===== src/rtl/traffic_pkg.sv =====
// Shared lamp/state codes and sizing helpers for the round-robin intersection controller.
package traffic_pkg;

  typedef enum logic [1:0] {
    StGreen  = 2'b00,
    StYellow = 2'b01,
    StAllRed = 2'b10,
    StFlash  = 2'b11
  } state_e;

  localparam logic [1:0] LampRed    = 2'b00;
  localparam logic [1:0] LampYellow = 2'b01;
  localparam logic [1:0] LampGreen  = 2'b10;

  // Bits needed to count n_states distinct values, never less than one.
  function automatic int unsigned cnt_width(input int unsigned n_states);
    return (n_states > 1) ? $clog2(n_states) : 1;
  endfunction

  function automatic int unsigned max_u(input int unsigned a, input int unsigned b);
    return (a > b) ? a : b;
  endfunction

endpackage


===== src/rtl/rr_next_sel.sv =====
// Rotate-priority pick of the next demanded approach, starting just after the current owner.
module rr_next_sel
  import traffic_pkg::*;
#(
  parameter int unsigned N_CH = 2,
  localparam int unsigned ChW = cnt_width(N_CH)
) (
  input  logic [N_CH-1:0] req_i,
  input  logic [ChW-1:0]  cur_i,
  output logic [ChW-1:0]  idx_o,
  output logic            valid_o
);

  int unsigned cand;

  // Offsets 1..N_CH: the current owner itself is the last candidate.
  always_comb begin
    idx_o   = '0;
    valid_o = 1'b0;
    cand    = 0;
    for (int unsigned off = 1; off <= N_CH; off++) begin
      cand = 32'(cur_i) + off;
      if (cand >= N_CH) cand = cand - N_CH;
      if (!valid_o && |(req_i & (N_CH'(1) << cand))) begin
        idx_o   = ChW'(cand);
        valid_o = 1'b1;
      end
    end
  end

endmodule


===== src/rtl/traffic_signal_rr.sv =====
// N-way round-robin traffic controller: min/max green, yellow, all-red clearance, demand skip
// and flashing maintenance mode. All outputs come straight from registers.
module traffic_signal_rr
  import traffic_pkg::*;
#(
  parameter int unsigned N_CH       = 2,
  parameter int unsigned MIN_GREEN  = 8,
  parameter int unsigned MAX_GREEN  = 32,
  parameter int unsigned YELLOW_CYC = 3,
  parameter int unsigned ALLRED_CYC = 2,
  parameter int unsigned FLASH_HALF = 4,
  localparam int unsigned ChW = cnt_width(N_CH)
) (
  input  logic              clk_i,
  input  logic              rst_ni,
  input  logic [N_CH-1:0]   t_i,
  input  logic              flash_i,
  output logic [2*N_CH-1:0] sig_o,
  output logic [ChW-1:0]    active_ch_o,
  output logic [1:0]        phase_o
);

  localparam int unsigned SigW   = 2 * N_CH;
  localparam int unsigned CntTop = max_u(max_u(MAX_GREEN, YELLOW_CYC),
                                         max_u(ALLRED_CYC, FLASH_HALF));
  localparam int unsigned CntW   = cnt_width(CntTop);

  localparam logic [CntW-1:0] CntSat    = CntW'(CntTop - 1);
  localparam logic [CntW-1:0] MinLast   = CntW'(MIN_GREEN - 1);
  localparam logic [CntW-1:0] MaxLast   = CntW'(MAX_GREEN - 1);
  localparam logic [CntW-1:0] YelLast   = CntW'(YELLOW_CYC - 1);
  localparam logic [CntW-1:0] RedLast   = CntW'(ALLRED_CYC - 1);
  localparam logic [CntW-1:0] FlashLast = CntW'(FLASH_HALF - 1);
  localparam logic [ChW-1:0]  LastCh    = ChW'(N_CH - 1);
  localparam logic [SigW-1:0] ResetSig  = SigW'(LampGreen);

  state_e            state_q, state_d;
  logic [CntW-1:0]   cnt_q, cnt_d, cnt_inc;
  logic [ChW-1:0]    ch_q, ch_d, ch_inc;
  logic              flash_on_q, flash_on_d;
  logic              to_ch0_q, to_ch0_d;
  logic [SigW-1:0]   sig_q, sig_d;
  logic [N_CH-1:0]   active_oh;
  logic              other_dem;
  logic [ChW-1:0]    sel_idx;
  logic              sel_valid;

  rr_next_sel #(
    .N_CH (N_CH)
  ) u_sel (
    .req_i   (t_i),
    .cur_i   (ch_q),
    .idx_o   (sel_idx),
    .valid_o (sel_valid)
  );

  assign active_oh = N_CH'(1) << ch_q;
  assign other_dem = |(t_i & ~active_oh);
  assign cnt_inc   = (cnt_q == CntSat) ? cnt_q : cnt_q + 1'b1;
  assign ch_inc    = (ch_q == LastCh) ? '0 : ch_q + 1'b1;

  always_ff @(posedge clk_i or negedge rst_ni) begin
    if (!rst_ni) begin
      state_q    <= StGreen;
      cnt_q      <= '0;
      ch_q       <= '0;
      flash_on_q <= 1'b0;
      to_ch0_q   <= 1'b0;
      sig_q      <= ResetSig;
    end else begin
      state_q    <= state_d;
      cnt_q      <= cnt_d;
      ch_q       <= ch_d;
      flash_on_q <= flash_on_d;
      to_ch0_q   <= to_ch0_d;
      sig_q      <= sig_d;
    end
  end

  // Flash request overrides every timer transition on the same edge.
  always_comb begin
    state_d    = state_q;
    cnt_d      = cnt_inc;
    ch_d       = ch_q;
    flash_on_d = flash_on_q;
    to_ch0_d   = to_ch0_q;
    if (flash_i) begin
      if (state_q != StFlash) begin
        state_d    = StFlash;
        cnt_d      = '0;
        flash_on_d = 1'b1;
      end else if (cnt_q == FlashLast) begin
        cnt_d      = '0;
        flash_on_d = ~flash_on_q;
      end
    end else begin
      unique case (state_q)
        StGreen: begin
          if (cnt_q >= MinLast && other_dem && (!t_i[ch_q] || cnt_q >= MaxLast)) begin
            state_d = StYellow;
            cnt_d   = '0;
          end
        end
        StYellow: begin
          if (cnt_q == YelLast) begin
            state_d = StAllRed;
            cnt_d   = '0;
          end
        end
        StAllRed: begin
          if (cnt_q == RedLast) begin
            state_d  = StGreen;
            cnt_d    = '0;
            to_ch0_d = 1'b0;
            if (to_ch0_q)       ch_d = '0;
            else if (sel_valid) ch_d = sel_idx;
            else                ch_d = ch_inc;
          end
        end
        StFlash: begin
          // Leaving maintenance always restarts from approach 0 after a full clearance.
          state_d    = StAllRed;
          cnt_d      = '0;
          flash_on_d = 1'b0;
          to_ch0_d   = 1'b1;
        end
        default: ;
      endcase
    end
  end

  // Lamps are decoded from next-state so the registered outputs track the state exactly.
  always_comb begin
    sig_d = '0;
    for (int i = 0; i < N_CH; i++) begin
      unique case (state_d)
        StGreen:  if (ch_d == ChW'(i)) sig_d[2*i +: 2] = LampGreen;
        StYellow: if (ch_d == ChW'(i)) sig_d[2*i +: 2] = LampYellow;
        StFlash:  sig_d[2*i +: 2] = flash_on_d ? LampYellow : LampRed;
        default:  sig_d[2*i +: 2] = LampRed;
      endcase
    end
  end

  assign sig_o       = sig_q;
  assign active_ch_o = ch_q;
  assign phase_o     = state_q;

endmodule

===== config.mk =====
export PLATFORM = sky130hd
export DESIGN_NAME = traffic_signal_rr
export DESIGN_NICKNAME = d
export VERILOG_FILES = /design/src/rtl/traffic_pkg.sv /design/src/rtl/rr_next_sel.sv /design/src/rtl/traffic_signal_rr.sv
export SDC_FILE = /design/constraint.sdc
export NUM_CORES = 1
export LEC_CHECK = 0
export BUFFER_PORTS_ARGS = -buffer_cell sky130_fd_sc_hd__buf_4
export CELL_PAD_IN_SITES_DETAIL_PLACEMENT = 1
export CELL_PAD_IN_SITES_GLOBAL_PLACEMENT = 1
export CORE_ASPECT_RATIO = 1.25
export CORE_MARGIN = 2
export CORE_UTILIZATION = 45
export DETAILED_ROUTE_END_ITERATION = 7
export PLACE_DENSITY_LB_ADDON = 0.1
export REMOVE_ABC_BUFFERS = 1
export SETUP_SLACK_MARGIN = 0.4
export SLEW_MARGIN = 20
export SYNTH_ARGS = -nofsm -noshare
export SYNTH_HDL_FRONTEND = slang
export SYNTH_SLANG_ARGS = --single-unit
export TNS_END_PERCENT = 5

===== constraint.sdc =====
create_clock -name clk_i -period 5.3 [get_ports clk_i]
set_input_delay 1.06 -clock clk_i [delete_from_list [all_inputs] [get_ports clk_i]]
set_output_delay 1.06 -clock clk_i [all_outputs]
set_load 0.05 [all_outputs]

Word-level counts from Yosys, hierarchy flattened. Cells that the tools add are included.

Output and inout bits: 7. Register bits: 14.

Magnitude comparators: 5. Reductions and logical operators: 13. Eq/ne operators: 11. Shift operators: 3. Bitwise logic cells: 6. Add/sub/neg operators: 6. Muxes and demuxes: 41.

Operator list (count): $ge 32x2->1 const B (2); $mux 32 (2); $shl 1x32->2 const A (2); $sub 32x2->32 const B (2); $mux 5 (7); $mux 1 (20); $pmux 5 s4 (1); $mux 2 (7); $pmux 2 s3 (2); $eq 5x2->1 const B (2); $pmux 2 s4 (1); $and 2x2->2 (3); $eq 2x2->1 const B (3); $reduce_or 2->1 (3); $add 5x1->5 const B (1); $eq 5x1->1 const B (1); $eq 5x5->1 const B (1); $ge 5x3->1 const B (1); $ge 5x5->1 const B (1); $eq 2x1->1 const B (2); $logic_not 2->1 (2); $ne 2x2->1 const B (2); $add 1x2->3 const B (1); $logic_and 1x1->1 (3); 11 further kinds (13).

Longest topological paths before layout.
Depth in word-level cells: 17. Depth in mapped cells: 8.

By module. Synthesis repeated with hierarchy kept, for this count alone.

Cells, all modules: 83. Area, all modules: 818.3 sq um.

By module, submodules not included: traffic_signal_rr (cells each 81, area each 804.5 sq um, instances 1); rr_next_sel (cells each 2, area each 13.8 sq um, instances 1).

Least setup slack after synthesis. OpenSTA, ideal clock, no wires.

Path type: input to register. Start: in t_i[0]. End: reg sig_q[2] (netlist: sig_o[2]). Arrival time: 2043 ps. Buffers on the path: 0. Path slack: 3183 ps. Setup time: 74 ps. Required time: 5226 ps. Cell stages on the path: 5. Cells stage by stage: mux2i_1 or3_1 or3_4 a21o_1 o21ai_2.

Longest elaborated chain between the ends: 13. Elaborated cells between the ends (all ways): 31.

RTL lines: start, declared (line traffic_signal_rr.sv:16) `input logic [N_CH-1:0] t_i,`; $and 2x2->2 (line rr_next_sel.sv:24) `if (!valid_o && |(req_i & (N_CH'(1) << cand))) begin`; $reduce_or 2->1 (line rr_next_sel.sv:24); $mux 1 (line rr_next_sel.sv:24); $logic_not 1->1 (line rr_next_sel.sv:24); $logic_and 1x1->1 (line rr_next_sel.sv:24); $mux 1 (line rr_next_sel.sv:24); $mux 1 (line traffic_signal_rr.sv:116) `else if (sel_valid) ch_d = sel_idx;`; $mux 1 (line traffic_signal_rr.sv:115) `if (to_ch0_q) ch_d = '0;`; $mux 1 (line traffic_signal_rr.sv:111) `if (cnt_q == RedLast) begin`; $mux 1 (line traffic_signal_rr.sv:97) `unique case (state_q)`; $mux 1 (line traffic_signal_rr.sv:87) `if (flash_i) begin`; $mux 1 (line traffic_signal_rr.sv:138) `StYellow: if (ch_d == ChW'(i)) sig_d[2*i +: 2] = LampYellow;`; $pmux 2 s3 (*) (line traffic_signal_rr.sv:136) `unique case (state_d)`; named net sig_d[2] (line traffic_signal_rr.sv:42) `logic [SigW-1:0] sig_q, sig_d;`; end signal, assigned (line traffic_signal_rr.sv:69) `sig_q <= ResetSig;`; end signal, assigned (line traffic_signal_rr.sv:76) `sig_q <= sig_d;`; end, declared (line traffic_signal_rr.sv:42).

The timed path passes the listed nets; every way through them passes the cells marked *. The select of a mux whose other input is x is not followed. A chain may end at the register's enable or synchronous reset.

Worst setup path in the final report.
Start: reg state_q[1] (netlist: phase_o[1]). End: out phase_o[1].

RTL lines: start, declared (line traffic_signal_rr.sv:37) `state_e state_q, state_d;`; start signal, assigned (line traffic_signal_rr.sv:64) `state_q <= StGreen;`; start signal, assigned (line traffic_signal_rr.sv:71) `state_q <= state_d;`; end, declared (line traffic_signal_rr.sv:20) `output logic [1:0] phase_o`.

No word-level cell between the ends.

==> results.txt <==
* # Max-Cap Violations: 0
* Antenna cell count: 0
- Critical path class: flop to primary output
* Post-CTS setup buffer count: 0
* Hold Violations, Final: 0
- DR pass1 iterations: 3
* Combined global-route utilization of all metal layers: 0.207
- Static timing analysis puts the maximum clock frequency at 474 MHz.
* Classification of the worst-slack hold path: flop to flop
- On the critical path the largest part of the delay comes from flip-flops.
- Remaining DRCs: 0
* Outcome: complete, no violations
* Number of global-route vias before repair: 695
* Reg2Reg Capture Point: sig_o[0]$_DFF_PN0_
- Data arrival at the endpoint of the critical path: 1.05 ns
- Worst path required time: 4.24 ns
* Total Wirelength: 1820 um
- Number of instances in the synthesized netlist: 85
- Setup repair after global routing left no endpoint under its margin.
- CTS hold repair buffers: 0
- Summed over all nets, the half-perimeter wirelength after detailed placement is 1420 um.
* Std-Cell Core Area: 1740 um^2
- Length in cells of the worst reg-to-reg path: 8
* # nets final: 106
- Worst hold path depth: 2
- After filler insertion, the fill cell instance count of the layout stands at 201.
* Final Power: 0.471 mW
* I/O Buffers: 11
- In this run, synthesis produced a sequential element count of 14.
- Relative to the synthesized area, the layout overhead comes to 14.4%.
- Number of synthesized flops with an enable pin: 0
* Resized cells post-CTS: 0
* Via density per instance: 5.70
- Buf+Inv Stages, Crit Path: 1
* Share of the yosys chip area belonging to registers: 0.426
- For hold timing, the worst endpoint is to_ch0_q$_DFFE_PN0P_.
- Number of setup violations in the final report: 0
* Clock sink count: 14
* Overall die height: 51.9 um
* GP Congestion: 0.768
- Worst Setup Start Kind: flop
* Commonest cells after routing, fill and taps aside: dfrtp_1 (13), buf_4 (11), nor2_1 (8)
- Adding up every negative setup slack in the final design gives 0 ns.
- Yosys printed 0 warnings.
- Headroom to the max-slew limit came out at 0.740.
- After the first detailed-routing iteration, the DRC count stood at 4.
- In this run the cell area of the synthesized design comes to 826 um^2.
- Top cells by area, synth: dfrtp_1 (39%), ha_1 (4.5%), mux2i_1 (3.6%), o21ai_0 (3.6%), nor2_1 (3.6%)
- Global route total overflow: 0
* Fraction of registers with async set/reset: 1.00
- Reg2Reg Setup Slack: 3.38 ns
- No sink is reached through more buffers than the 2 on the longest clock path.
* CP Cell Sequence: buf_4
* Leakage power summed over all cells: 0.427 nW
- Tracing the worst setup path back leads to its startpoint at phase_o[1]$_DFF_PN0_.
* TritonCTS Buffers: 3
- Deepest level of the CTS H-tree: 1
- Buffer type at the clock tree root: clkbuf_4
- Area share of the leading cell type in the synthesized netlist: 0.394
- The worst register-to-register path begins at cnt_q[1]$_DFF_PN0_.
- Power density cells: 498 nW/um^2
- Clock skew on the completed layout was measured at 0.00585 ns.
- Worst hold path startpoint: to_ch0_q$_DFFE_PN0P_
* Vias: 661
- First-pass GRT wire length: 3310 um
- Clock tree from TritonCTS: built
* Most used DFF post-synth: dfrtp_1
- The slowest stage of the critical path belongs to the cell dfrtp_1.
- Number of I/O pins: 12
- Worst-skew pair later-pin latency: 0.28 ns
- Number of placement rows: 17
* Sort of element at the end of the critical path: primary output
* Pin slew with the least headroom to its limit: 0.387 ns
- Max Slew Vio Count: 0
- Along the worst path, the maximum fanout reaches 9.
- Die Area: 2200 um^2
- In the final layout, the share of cells above drive strength 1 is 0.216.
* Max stage delay on crit path: 0.51 ns
- After synthesis, the mean cell area works out to 9.72 um^2.
- Yosys top cell by area: dfrtp_1
- Minimum clock period: 2.11 ns
* Pin count of the biggest net entering global routing: 15
* Initial antenna violation count: 0
- The count of nets left with antenna violations once routing finished came out at 0.
- Most frequent standard cell in the layout excluding fill and tap cells: dfrtp_1
- CTS clock-pin slew for the worst setup and hold paths: 0.09 ns
* Die Span X: 42.3 um
- For this configuration, the core starts out at a cell density of 0.473.
- Worst voltage drop across the vdd grid: 0.000262 V
- Of the available clock period, the critical path in the final layout requires 0.398.
* Number of library cell types mapped by synthesis: 34
* DR WL/cell: 15.7 um
-- flip-flops by register name (all words and copies together), names as in the netlist --
register	flops
cnt_q	5
to_ch0_q	1
phase_o	2
flash_on_q	1
active_ch_o	1
sig_o	4
-- layout make-up --
cell class / instances / area [um^2] / area share
multi-input cells: 63 / 442 / 0.468
flip-flops and latches: 14 / 352 / 0.372
repair buffers: 11 / 82.6 / 0.0874
clock buffers: 4 / 26.3 / 0.0278
well taps: 19 / 23.8 / 0.0252
inverters: 5 / 18.8 / 0.0199
-- worst register-to-register path, delay by kind of cell, from the launching register on --
kind,cells,cell delay (ns)
DFF,1,0.45
and+or+nand+nor,3,0.56
buffers and inverters,2,0.22
adders and majority gates,1,0.15
AOI/OAI and AO/OA,2,0.43
-- metrics by stage --
step	area, um^2	setup WS (ns)	cells	hold WS [ns]	util
finish	945	3.19	116	0.578	0.542
CTS	945	3.18	116	0.586	0.542
floorplan	812	3.18	82	0.509	-
global placement	918	3.06	112	0.556	0.527
detailed placement	918	3.01	112	0.566	0.527
global route	945	3.13	116	0.602	0.542
-- cell families (layout without fill, tap and decap cells) --
group / count (synthesis) / count (layout) / share of synthesized area
DFF: 14 / 14 / 0.426
AOI/OAI and AO/OA: 26 / 26 / 0.218
adders and majority gates: 3 / 3 / 0.0455
and+or+nand+nor: 28 / 28 / 0.203
muxes: 3 / 3 / 0.0364
buffers and inverters: 8 / 20 / 0.0394
xor gates and xnor gates: 3 / 3 / 0.0318
-- synthesized netlist by cell type (all sizes together) (3+ instances only) --
cell type / instances
dfrtp: 13
a21o: 3
inv: 5
ha: 3
o21ai: 8
mux2i: 3
o21a: 3
nand2: 6
xnor2: 3
a21oi: 4
nor2: 8
-- where the power goes --
group          internal [mW]  total (mW)  switching [mW]
clock network         0.0292      0.0643          0.0351
registers              0.138       0.179          0.0408
logic                 0.0891       0.228           0.139
total                  0.256       0.471           0.215
-- worst max-delay path by stage --
stage	slack, ns	endpoint	depth (start not counted)
after floorplan	3.18	sig_o[2]$_DFF_PN0_	5
after global placement	3.06	sig_o[2]$_DFF_PN0_	6
after detailed placement	3.01	sig_o[2]$_DFF_PN0_	6
after CTS	3.18	phase_o[1]	1
after global routing	3.13	phase_o[0]	1
final	3.19	phase_o[1]	1
-- routing by layer --
| layer | vias up | wire length [um] | GRT usage |
|---|---|---|---|
| met1 | 322 | 728 | 0.229 |
| li1 | 328 | - | - |
| met5 | - | 0 | 0 |
| met3 | 2 | 53 | 0.0313 |
| met4 | 0 | 17 | 0.109 |
| met2 | 9 | 1020 | 0.379 |
(Power assumes the default switching activity.)
